### src/rtl/ex_stage_if.sv
// ID_EX -> EX -> EX/MEM bundle for the EX stage, plus the MEM/WB forwarding taps.
// master drives ID_EX/control/write-back inputs; slave is the EX stage itself.
interface ex_stage_if #(
  parameter int W  = 32,
  parameter int RW = 5
);
  logic          ex_mem_write;
  logic          ex_flush;
  logic [3:0]    WB_MEM;
  logic [1:0]    ALUOp;
  logic          MemRead;
  logic          RegDst;
  logic          ALUSrc;
  logic [W-1:0]  ReadOut1;
  logic [W-1:0]  ReadOut2;
  logic [W-1:0]  SignOut;
  logic [5:0]    ALUControl;
  logic [RW-1:0] Rs;
  logic [RW-1:0] Rt;
  logic [RW-1:0] Rd;
  logic          wb_regwrite;
  logic [RW-1:0] wb_reg;
  logic [W-1:0]  wb_data;

  logic [3:0]    ex_mem_ctrl;
  logic          ex_mem_read;
  logic          ex_mem_zero;
  logic [W-1:0]  ex_mem_alu;
  logic [W-1:0]  ex_mem_wdata;
  logic [RW-1:0] ex_mem_dst;
  logic          ex_mem_ovf;

  modport master (
    output ex_mem_write, ex_flush, WB_MEM, ALUOp, MemRead, RegDst, ALUSrc,
           ReadOut1, ReadOut2, SignOut, ALUControl, Rs, Rt, Rd,
           wb_regwrite, wb_reg, wb_data,
    input  ex_mem_ctrl, ex_mem_read, ex_mem_zero, ex_mem_alu, ex_mem_wdata,
           ex_mem_dst, ex_mem_ovf
  );

  modport slave (
    input  ex_mem_write, ex_flush, WB_MEM, ALUOp, MemRead, RegDst, ALUSrc,
           ReadOut1, ReadOut2, SignOut, ALUControl, Rs, Rt, Rd,
           wb_regwrite, wb_reg, wb_data,
    output ex_mem_ctrl, ex_mem_read, ex_mem_zero, ex_mem_alu, ex_mem_wdata,
           ex_mem_dst, ex_mem_ovf
  );
endinterface

### src/rtl/ex_stage.sv
// MIPS EX stage: operand forwarding, ALU, destination select and the EX/MEM register.
// Optional OVERFLOW_TRAP_EN: signed add/sub overflow sets ex_mem_ovf and suppresses RegWrite.
module ex_stage #(
  parameter int W  = 32,
  parameter int RW = 5
) (
  input  logic      clock,
  input  logic      reset_n,
  ex_stage_if.slave bus
);
  localparam logic [5:0] F_ADD = 6'b100000;
  localparam logic [5:0] F_SUB = 6'b100010;
  localparam logic [5:0] F_AND = 6'b100100;
  localparam logic [5:0] F_OR  = 6'b100101;
  localparam logic [5:0] F_NOR = 6'b100111;
  localparam logic [5:0] F_SLT = 6'b101010;

  logic [3:0]    ctrl_q,  ctrl_d;
  logic          read_q,  read_d;
  logic          zero_q,  zero_d;
  logic [W-1:0]  alu_q,   alu_d;
  logic [W-1:0]  wdata_q, wdata_d;
  logic [RW-1:0] dst_q,   dst_d;

  logic          exm_fwd_ok;
  logic [W-1:0]  fwd_a, fwd_b, op_b;
  logic [W-1:0]  sum, diff, alu_res;
  logic          is_add, is_sub, slt_lt;
  logic          ovf;
  logic [3:0]    ctrl_new;

  // Loads sitting in EX/MEM have no data yet; the hazard unit stalls instead.
  assign exm_fwd_ok = ctrl_q[3] & ~read_q & (dst_q != '0);

  always_comb begin
    fwd_a = bus.ReadOut1;
    if (exm_fwd_ok && (dst_q == bus.Rs))
      fwd_a = alu_q;
    else if (bus.wb_regwrite && (bus.wb_reg != '0) && (bus.wb_reg == bus.Rs))
      fwd_a = bus.wb_data;

    fwd_b = bus.ReadOut2;
    if (exm_fwd_ok && (dst_q == bus.Rt))
      fwd_b = alu_q;
    else if (bus.wb_regwrite && (bus.wb_reg != '0) && (bus.wb_reg == bus.Rt))
      fwd_b = bus.wb_data;
  end

  assign op_b   = bus.ALUSrc ? bus.SignOut : fwd_b;
  assign sum    = fwd_a + op_b;
  assign diff   = fwd_a - op_b;
  assign slt_lt = $signed(fwd_a) < $signed(op_b);

  always_comb begin
    is_add  = 1'b0;
    is_sub  = 1'b0;
    alu_res = '0;
    case (bus.ALUOp)
      2'b01: is_sub = 1'b1;
      2'b10: begin
        case (bus.ALUControl)
          F_ADD:   is_add = 1'b1;
          F_SUB:   is_sub = 1'b1;
          F_AND:   alu_res = fwd_a & op_b;
          F_OR:    alu_res = fwd_a | op_b;
          F_NOR:   alu_res = ~(fwd_a | op_b);
          F_SLT:   alu_res = {{(W-1){1'b0}}, slt_lt};
          default: alu_res = '0;
        endcase
      end
      default: is_add = 1'b1;
    endcase
    if (is_add) alu_res = sum;
    if (is_sub) alu_res = diff;
  end

`ifdef OVERFLOW_TRAP_EN
  logic ovf_q, ovf_d;
  // Signed overflow: operands agree in sign (add) or differ (sub) and the result flips sign.
  assign ovf = (is_add & (fwd_a[W-1] == op_b[W-1]) & (sum[W-1]  != fwd_a[W-1])) |
               (is_sub & (fwd_a[W-1] != op_b[W-1]) & (diff[W-1] != fwd_a[W-1]));
`else
  assign ovf = 1'b0;
`endif

  assign ctrl_new = {bus.WB_MEM[3] & ~ovf, bus.WB_MEM[2:0]};

  always_comb begin
    ctrl_d  = ctrl_q;
    read_d  = read_q;
    zero_d  = zero_q;
    alu_d   = alu_q;
    wdata_d = wdata_q;
    dst_d   = dst_q;
    if (bus.ex_flush) begin
      ctrl_d  = '0;
      read_d  = 1'b0;
      zero_d  = 1'b0;
      alu_d   = '0;
      wdata_d = '0;
      dst_d   = '0;
    end else if (bus.ex_mem_write) begin
      ctrl_d  = ctrl_new;
      read_d  = bus.MemRead;
      zero_d  = (alu_res == '0);
      alu_d   = alu_res;
      wdata_d = fwd_b;
      dst_d   = bus.RegDst ? bus.Rd : bus.Rt;
    end
  end

  always_ff @(posedge clock or negedge reset_n) begin
    if (!reset_n) begin
      ctrl_q  <= '0;
      read_q  <= 1'b0;
      zero_q  <= 1'b0;
      alu_q   <= '0;
      wdata_q <= '0;
      dst_q   <= '0;
    end else begin
      ctrl_q  <= ctrl_d;
      read_q  <= read_d;
      zero_q  <= zero_d;
      alu_q   <= alu_d;
      wdata_q <= wdata_d;
      dst_q   <= dst_d;
    end
  end

`ifdef OVERFLOW_TRAP_EN
  always_comb begin
    ovf_d = ovf_q;
    if (bus.ex_flush)
      ovf_d = 1'b0;
    else if (bus.ex_mem_write)
      ovf_d = ovf;
  end

  always_ff @(posedge clock or negedge reset_n) begin
    if (!reset_n) ovf_q <= 1'b0;
    else          ovf_q <= ovf_d;
  end

  assign bus.ex_mem_ovf = ovf_q;
`else
  assign bus.ex_mem_ovf = 1'b0;
`endif

  assign bus.ex_mem_ctrl  = ctrl_q;
  assign bus.ex_mem_read  = read_q;
  assign bus.ex_mem_zero  = zero_q;
  assign bus.ex_mem_alu   = alu_q;
  assign bus.ex_mem_wdata = wdata_q;
  assign bus.ex_mem_dst   = dst_q;
endmodule

### src/flat_wrapper.sv
// flat-port wrapper written by rule: the top's interface ports become plain ports
module ex_stage_flat 
#(
  parameter int W  = 32,
  parameter int RW = 5
)
  (clock, reset_n, bus_ex_mem_write, bus_ex_flush, bus_WB_MEM, bus_ALUOp, bus_MemRead, bus_RegDst, bus_ALUSrc, bus_ReadOut1, bus_ReadOut2, bus_SignOut, bus_ALUControl, bus_Rs, bus_Rt, bus_Rd, bus_wb_regwrite, bus_wb_reg, bus_wb_data, bus_ex_mem_ctrl, bus_ex_mem_read, bus_ex_mem_zero, bus_ex_mem_alu, bus_ex_mem_wdata, bus_ex_mem_dst, bus_ex_mem_ovf);
  ex_stage_if #(.W(W), .RW(RW)) bus_i ();
  input  logic clock;
  input  logic reset_n;
  input wire logic [$bits(bus_i.ex_mem_write)-1:0] bus_ex_mem_write;
  input wire logic [$bits(bus_i.ex_flush)-1:0] bus_ex_flush;
  input wire logic [$bits(bus_i.WB_MEM)-1:0] bus_WB_MEM;
  input wire logic [$bits(bus_i.ALUOp)-1:0] bus_ALUOp;
  input wire logic [$bits(bus_i.MemRead)-1:0] bus_MemRead;
  input wire logic [$bits(bus_i.RegDst)-1:0] bus_RegDst;
  input wire logic [$bits(bus_i.ALUSrc)-1:0] bus_ALUSrc;
  input wire logic [$bits(bus_i.ReadOut1)-1:0] bus_ReadOut1;
  input wire logic [$bits(bus_i.ReadOut2)-1:0] bus_ReadOut2;
  input wire logic [$bits(bus_i.SignOut)-1:0] bus_SignOut;
  input wire logic [$bits(bus_i.ALUControl)-1:0] bus_ALUControl;
  input wire logic [$bits(bus_i.Rs)-1:0] bus_Rs;
  input wire logic [$bits(bus_i.Rt)-1:0] bus_Rt;
  input wire logic [$bits(bus_i.Rd)-1:0] bus_Rd;
  input wire logic [$bits(bus_i.wb_regwrite)-1:0] bus_wb_regwrite;
  input wire logic [$bits(bus_i.wb_reg)-1:0] bus_wb_reg;
  input wire logic [$bits(bus_i.wb_data)-1:0] bus_wb_data;
  output wire logic [$bits(bus_i.ex_mem_ctrl)-1:0] bus_ex_mem_ctrl;
  output wire logic [$bits(bus_i.ex_mem_read)-1:0] bus_ex_mem_read;
  output wire logic [$bits(bus_i.ex_mem_zero)-1:0] bus_ex_mem_zero;
  output wire logic [$bits(bus_i.ex_mem_alu)-1:0] bus_ex_mem_alu;
  output wire logic [$bits(bus_i.ex_mem_wdata)-1:0] bus_ex_mem_wdata;
  output wire logic [$bits(bus_i.ex_mem_dst)-1:0] bus_ex_mem_dst;
  output wire logic [$bits(bus_i.ex_mem_ovf)-1:0] bus_ex_mem_ovf;
  assign bus_i.ex_mem_write = bus_ex_mem_write;
  assign bus_i.ex_flush = bus_ex_flush;
  assign bus_i.WB_MEM = bus_WB_MEM;
  assign bus_i.ALUOp = bus_ALUOp;
  assign bus_i.MemRead = bus_MemRead;
  assign bus_i.RegDst = bus_RegDst;
  assign bus_i.ALUSrc = bus_ALUSrc;
  assign bus_i.ReadOut1 = bus_ReadOut1;
  assign bus_i.ReadOut2 = bus_ReadOut2;
  assign bus_i.SignOut = bus_SignOut;
  assign bus_i.ALUControl = bus_ALUControl;
  assign bus_i.Rs = bus_Rs;
  assign bus_i.Rt = bus_Rt;
  assign bus_i.Rd = bus_Rd;
  assign bus_i.wb_regwrite = bus_wb_regwrite;
  assign bus_i.wb_reg = bus_wb_reg;
  assign bus_i.wb_data = bus_wb_data;
  assign bus_ex_mem_ctrl = bus_i.ex_mem_ctrl;
  assign bus_ex_mem_read = bus_i.ex_mem_read;
  assign bus_ex_mem_zero = bus_i.ex_mem_zero;
  assign bus_ex_mem_alu = bus_i.ex_mem_alu;
  assign bus_ex_mem_wdata = bus_i.ex_mem_wdata;
  assign bus_ex_mem_dst = bus_i.ex_mem_dst;
  assign bus_ex_mem_ovf = bus_i.ex_mem_ovf;
  ex_stage #(.W(W), .RW(RW)) u_core (.clock(clock), .reset_n(reset_n), .bus(bus_i));
endmodule
### config.mk
export PLATFORM = sky130hd
export DESIGN_NAME = ex_stage_flat
export DESIGN_NICKNAME = d
export VERILOG_FILES = /design/src/rtl/ex_stage_if.sv /design/src/rtl/ex_stage.sv /design/src/flat_wrapper.sv
export SDC_FILE = /design/constraint.sdc
export NUM_CORES = 1
export LEC_CHECK = 0
export CAP_MARGIN = 40
export CORE_MARGIN = 3
export CORE_UTILIZATION = 53
export DETAILED_ROUTE_END_ITERATION = 10
export PLACE_DENSITY = 0.89
export SETUP_SLACK_MARGIN = 0.4
export SLEW_MARGIN = 20
export SYNTH_ARGS = -nofsm -noshare
export SYNTH_HDL_FRONTEND = slang
export SYNTH_SLANG_ARGS = --single-unit
### constraint.sdc
create_clock -name clock -period 5.78 [get_ports clock]
set_input_delay 0.578 -clock clock [delete_from_list [all_inputs] [get_ports clock]]
set_output_delay 0.578 -clock clock [all_outputs]
set_load 0.05 [all_outputs]
==> metrics.txt, run 1 <==
status=did not finish; last step reached=global routing; Tool Error=[ERROR GRT-0232] Routing congestion too high. Check the congestion heatmap in the GUI.; #FFs+latches synth=75; XOR/XNOR Fraction of Synth Area=2.55%; Distinct cells, synth=between 70 and 80; worst endpoint after global-route timing repair=u_core.bus.ex_mem_zero$_DFFE_PN0P_/D; grt ovf=171; total CTS buffers=9; Synth top area share=about 18%; Site Rows=just over 50; largest net degree at the start of global routing=77; WEP type=register input; synthesized net count=1,709; Initial Utilization=54.3%; area leader, netlist=dfrtp_1; H-tree Lvls=3; Seq/Total Area, Yosys=roughly 18%; fraction of registers with async set/reset=100%; worst-case clock buffer depth=2; placed cell count=around 2,100; initial antenna violation count=22; Simple-Gate Fraction of Synth Area=19.4%; Synth Area in Compound Gates=about 27%; proportion of synthesized area in mux cells=between 10 and 15%; gpl congestion=1.03; GRT Total Usage=roughly 84%; Synth Flop Type=dfrtp_1; IO Port Bufs=roughly 240; CTS sink count=75; largest family of logic cells by synthesized area=compound AO/OA/AOI/OAI gates; Mapped Avg Cell Area=7.38 sq um; synth top area cells=dfrtp_1 18%, ha_1 12%, mux2i_1 11%; Post-synth EDFFs=0; final HPWL from detailed placement=between 30,000 and 40,000 microns; synthesized area=0.0106 sq mm; most common cell in the netlist=nor2_1; Post-Synthesis Cells=1,441; root buf cell=clkbuf_16; die outline width=~150 microns; hold_buf cts=0; area share of fa/ha/maj cells after synthesis=between 10% and 20%; Yosys warning count=0; Ports=approximately 240; Die Ht=between 100 and 150 microns; Synth top cells by count=144 x nor2_1, 141 x nand2_1, 139 x o21ai_0
metal layers:
layer / overflow / track usage (%)
met5: 2 / 47.3
met4: 69 / 84.6
met3: 11 / 72.4
met2: 74 / 95.5
met1: 15 / 84.7
cell families after synthesis:
logic type                 count (synthesis)
other                                      1
xor gates and xnor gates                  31
muxes                                    146
and+or+nand+nor                          447
buffers and inverters                    200
adders and majority gates                100
AOI/OAI and AO/OA                        441
DFF                                       75
repair_timing:
action	CTS
gates resized for setup	121
endpoints found under the setup margin	21
pin swaps	28
setup buffers	37
stage by stage:
stage,util [%],cell area (sq um),setup WS (ps)
after floorplan,-,10700,405
after global placement,76.3,14900,-390
after detailed placement,76.5,15000,-591
after CTS,81.9,16000,406
==> run 2: changes to the inputs <==
--- a/config.mk
+++ b/config.mk
@@ -7,10 +7,9 @@
 export LEC_CHECK = 0
 export CAP_MARGIN = 40
 export CORE_MARGIN = 3
-export CORE_UTILIZATION = 53
+export CORE_UTILIZATION = 40
 export DETAILED_ROUTE_END_ITERATION = 10
-export PLACE_DENSITY = 0.89
-export SETUP_SLACK_MARGIN = 0.4
+export PLACE_DENSITY_LB_ADDON = 0.15
 export SLEW_MARGIN = 20
 export SYNTH_ARGS = -nofsm -noshare
 export SYNTH_HDL_FRONTEND = slang
==> metrics.txt, run 2 <==
status=completed; Post-Synthesis Cells=1,441 (unchanged); CP Buf/Inv Count=4; IO Port Bufs=242 (unchanged); Final period util=a little over nine tenths; Critical Path Fanout Max=7; proportion of synthesized area in mux cells=14.1% (unchanged); share of cells above drive strength 1=a little over a fifth; final setup TNS=0 ps; maximum vdd drop=roughly 0.12 mV; vias per cell=5.93; hold_buf cts=0 (unchanged); Pleak=slightly below 7 nW; Die Ht=169 microns (+14%); Synth Area in Compound Gates=26.9% (unchanged); Via Count=approximately 13,000; largest net degree at the start of global routing=77; first-pass iteration count of the detailed router=5; cell area after layout=0.0159 sq mm; Yosys warning count=0 (unchanged); Mapped Avg Cell Area=7.38 sq um (unchanged); CP Data Arrival Time=around 5900 ps; CP top delay family=simple AND/OR/NAND/NOR gates; CTS sink count=75 (unchanged); final HPWL from detailed placement=38,300 microns (-2.6%); Detailed Route Iter0 Violations=roughly 1,400; dpl cell area=0.0151 sq mm (+0.68%); Die Footprint=0.0286 sq mm; die outline width=169 microns (+14%); total CTS buffers=9 (unchanged); CTS tree=built; first-pass GRT wire length=just over 70,000 microns; Startpoint Class=input pin; most common cell in the netlist=nor2_1; vias in the first global route=12,094; worst-case clock buffer depth=2 (unchanged); Ports=244 (unchanged); slowest stage cell, crit path=or4_4; synthesized net count=1,709 (unchanged); Seq/Total Area, Yosys=17.7% (unchanged); Initial Utilization=40.8% (-13 points); Setup Crit Path Kind=input pin to register; final WL=~48,000 microns; Post-synth EDFFs=0 (unchanged); # diodes=0; H-tree Lvls=3 (unchanged); Final Hold Vio Count=0; grt ovf=0; Synth Flop Type=dfrtp_1; fmax=177 MHz; Core Region=about 0.026 sq mm; Slew headroom=approximately two fifths; worst slew pin tran=just under 900 ps; gpl congestion=0.952 (-7.8%); commonest non-fill, non-tap cell in the layout=buf_4; Max Slew Vio Count=0; XOR/XNOR Fraction of Synth Area=2.55% (unchanged); filler cell count=between 2,000 and 2,500; Min Clock Period, post-route=5640 ps; Synth top cells by count=144 x nor2_1, 141 x nand2_1, 139 x o21ai_0; DRC=0; synthesized area=0.0106 sq mm (unchanged); Final Skew=between 10 and 15 ps; synth top area cells=dfrtp_1 18%, ha_1 12%, mux2i_1 11%; CP peak stage delay=~560 ps; Max-Cap Viols=0; Simple-Gate Fraction of Synth Area=19.4% (unchanged); fin nets=around 2,100; clock transition at the registers of the reported paths=approximately 70 ps; root buf cell=clkbuf_16; GRT Total Usage=32.3%; Site Rows=59 (+16%); largest family of logic cells by synthesized area=compound AO/OA/AOI/OAI gates; Routed wire per std cell=between 20 and 25 microns; #FFs+latches synth=75 (unchanged); area leader, netlist=dfrtp_1; area share of fa/ha/maj cells after synthesis=11.9% (unchanged); worst path cell trace=clkdlybuf4s50_1, or4_1, o21ai_2, buf_4, nor4_4, buf_12, buf_12, mux2i_2, o21ai_2, mux2_2, ha_1, or4_4, or3_4, a211oi_4, nor3_4, a2111o_1, a21o_1, a32o_2, a21oi_2, nor4bb_2, and4_1, a32o_2; Setup violations, final=0; Setup crit end kind=register; commonest non-fill, non-tap cells in the layout=262 x buf_4, 237 x clkdlybuf4s50_1, 141 x nand2_1; fraction of registers with async set/reset=100% (unchanged); Distinct cells, synth=79 (unchanged); clock latency at the later pin of the worst-skew pair=roughly 350 ps; Synth top area share=17.7% (unchanged); Min-Delay Path Class=input pin to asynchronous set/reset pin; Pwr Density=approximately 190 mW/mm^2; initial antenna violation count=0; CP Data Required Time=6060 ps; Area Growth Syn to Fin=49.4%; remaining antenna violation count=0
## run 2: cell counts after synthesis
No cell type changed its count.
## run 2: cell type report
class / count / area (sq um) / area share (%)
inverter: 102 / 383 / 2.41
sequential: 75 / 1880 / 11.8
timing repair buffer: 512 / 4550 / 28.7
clock inverter: 7 / 76.3 / 0.481
tap: 335 / 419 / 2.64
clock buffer: 9 / 225 / 1.42
multi-input combinational: 1166 / 8340 / 52.5
## run 2: worst paths after layout
path                                                      endpoint  slack (ps)  depth (start not counted)                                     from
min in group clock         u_core.bus.ex_mem_wdata[23]$_DFFE_PN0P_         520                          2  u_core.bus.ex_mem_wdata[23]$_DFFE_PN0P_
setup / recovery                u_core.bus.ex_mem_zero$_DFFE_PN0P_         140                         22                            bus_wb_reg[0]
hold / removal             u_core.bus.ex_mem_wdata[26]$_DFFE_PN0P_         240                          1                                  reset_n
hold reg to reg            u_core.bus.ex_mem_wdata[23]$_DFFE_PN0P_         520                          2  u_core.bus.ex_mem_wdata[23]$_DFFE_PN0P_
max in group asynchronous     u_core.bus.ex_mem_alu[5]$_DFFE_PN0P_        4920                          2                                  reset_n
setup reg to reg                u_core.bus.ex_mem_zero$_DFFE_PN0P_         270                         21     u_core.bus.ex_mem_dst[2]$_DFFE_PN0P_
## run 2: repair_timing
item	4_1_cts	5_1_grt
endpoints found under the setup margin	2	8
resized for setup	7	76
pin swaps	1	22
buffers inserted	0	14
## run 2: metrics by stage
step,cells,util (%),power [mW],hold slack (ps),setup slack (ps)
final,2206,60.9,2.96,243,136
after global routing,2206,60.9,3.11,277,-39.4
after floorplan,1441,-,1.49,282,108
after CTS,2192,59.1,2.87,252,41.4
after global placement,2174,57.8,2.26,501,-400
after detailed placement,2176,57.9,2.27,500,-412
## run 2: report_power, final
part	internal [mW]	total [mW]	switching (mW)	leakage [nW]
registers	0.565	0.611	0.0456	0.991
logic	0.782	1.77	0.988	5.78
clock network	0.337	0.582	0.246	0.142
total	1.68	2.96	1.28	6.91
## run 2: cell families (layout without fill, tap and decap cells)
family	after synthesis	count (layout)
simple gates	447	447
buf+inv	200	630
flops	75	75
compound gates	441	441
mux	146	146
other cells	1	1
xor+xnor	31	31
fa+ha+maj	100	100
## run 2: routing by layer
layer | up-vias | part of all wire [%] | track usage, %
met4 | 0 | 2.3 | 6.60
li1 | 6061 | - | -
met3 | 83 | 9.4 | 5.82
met5 | - | 0 | 0
met2 | 646 | 44 | 50.2
met1 | 6289 | 44 | 47.0
No activity file was read; power rests on OpenSTA's default activity.
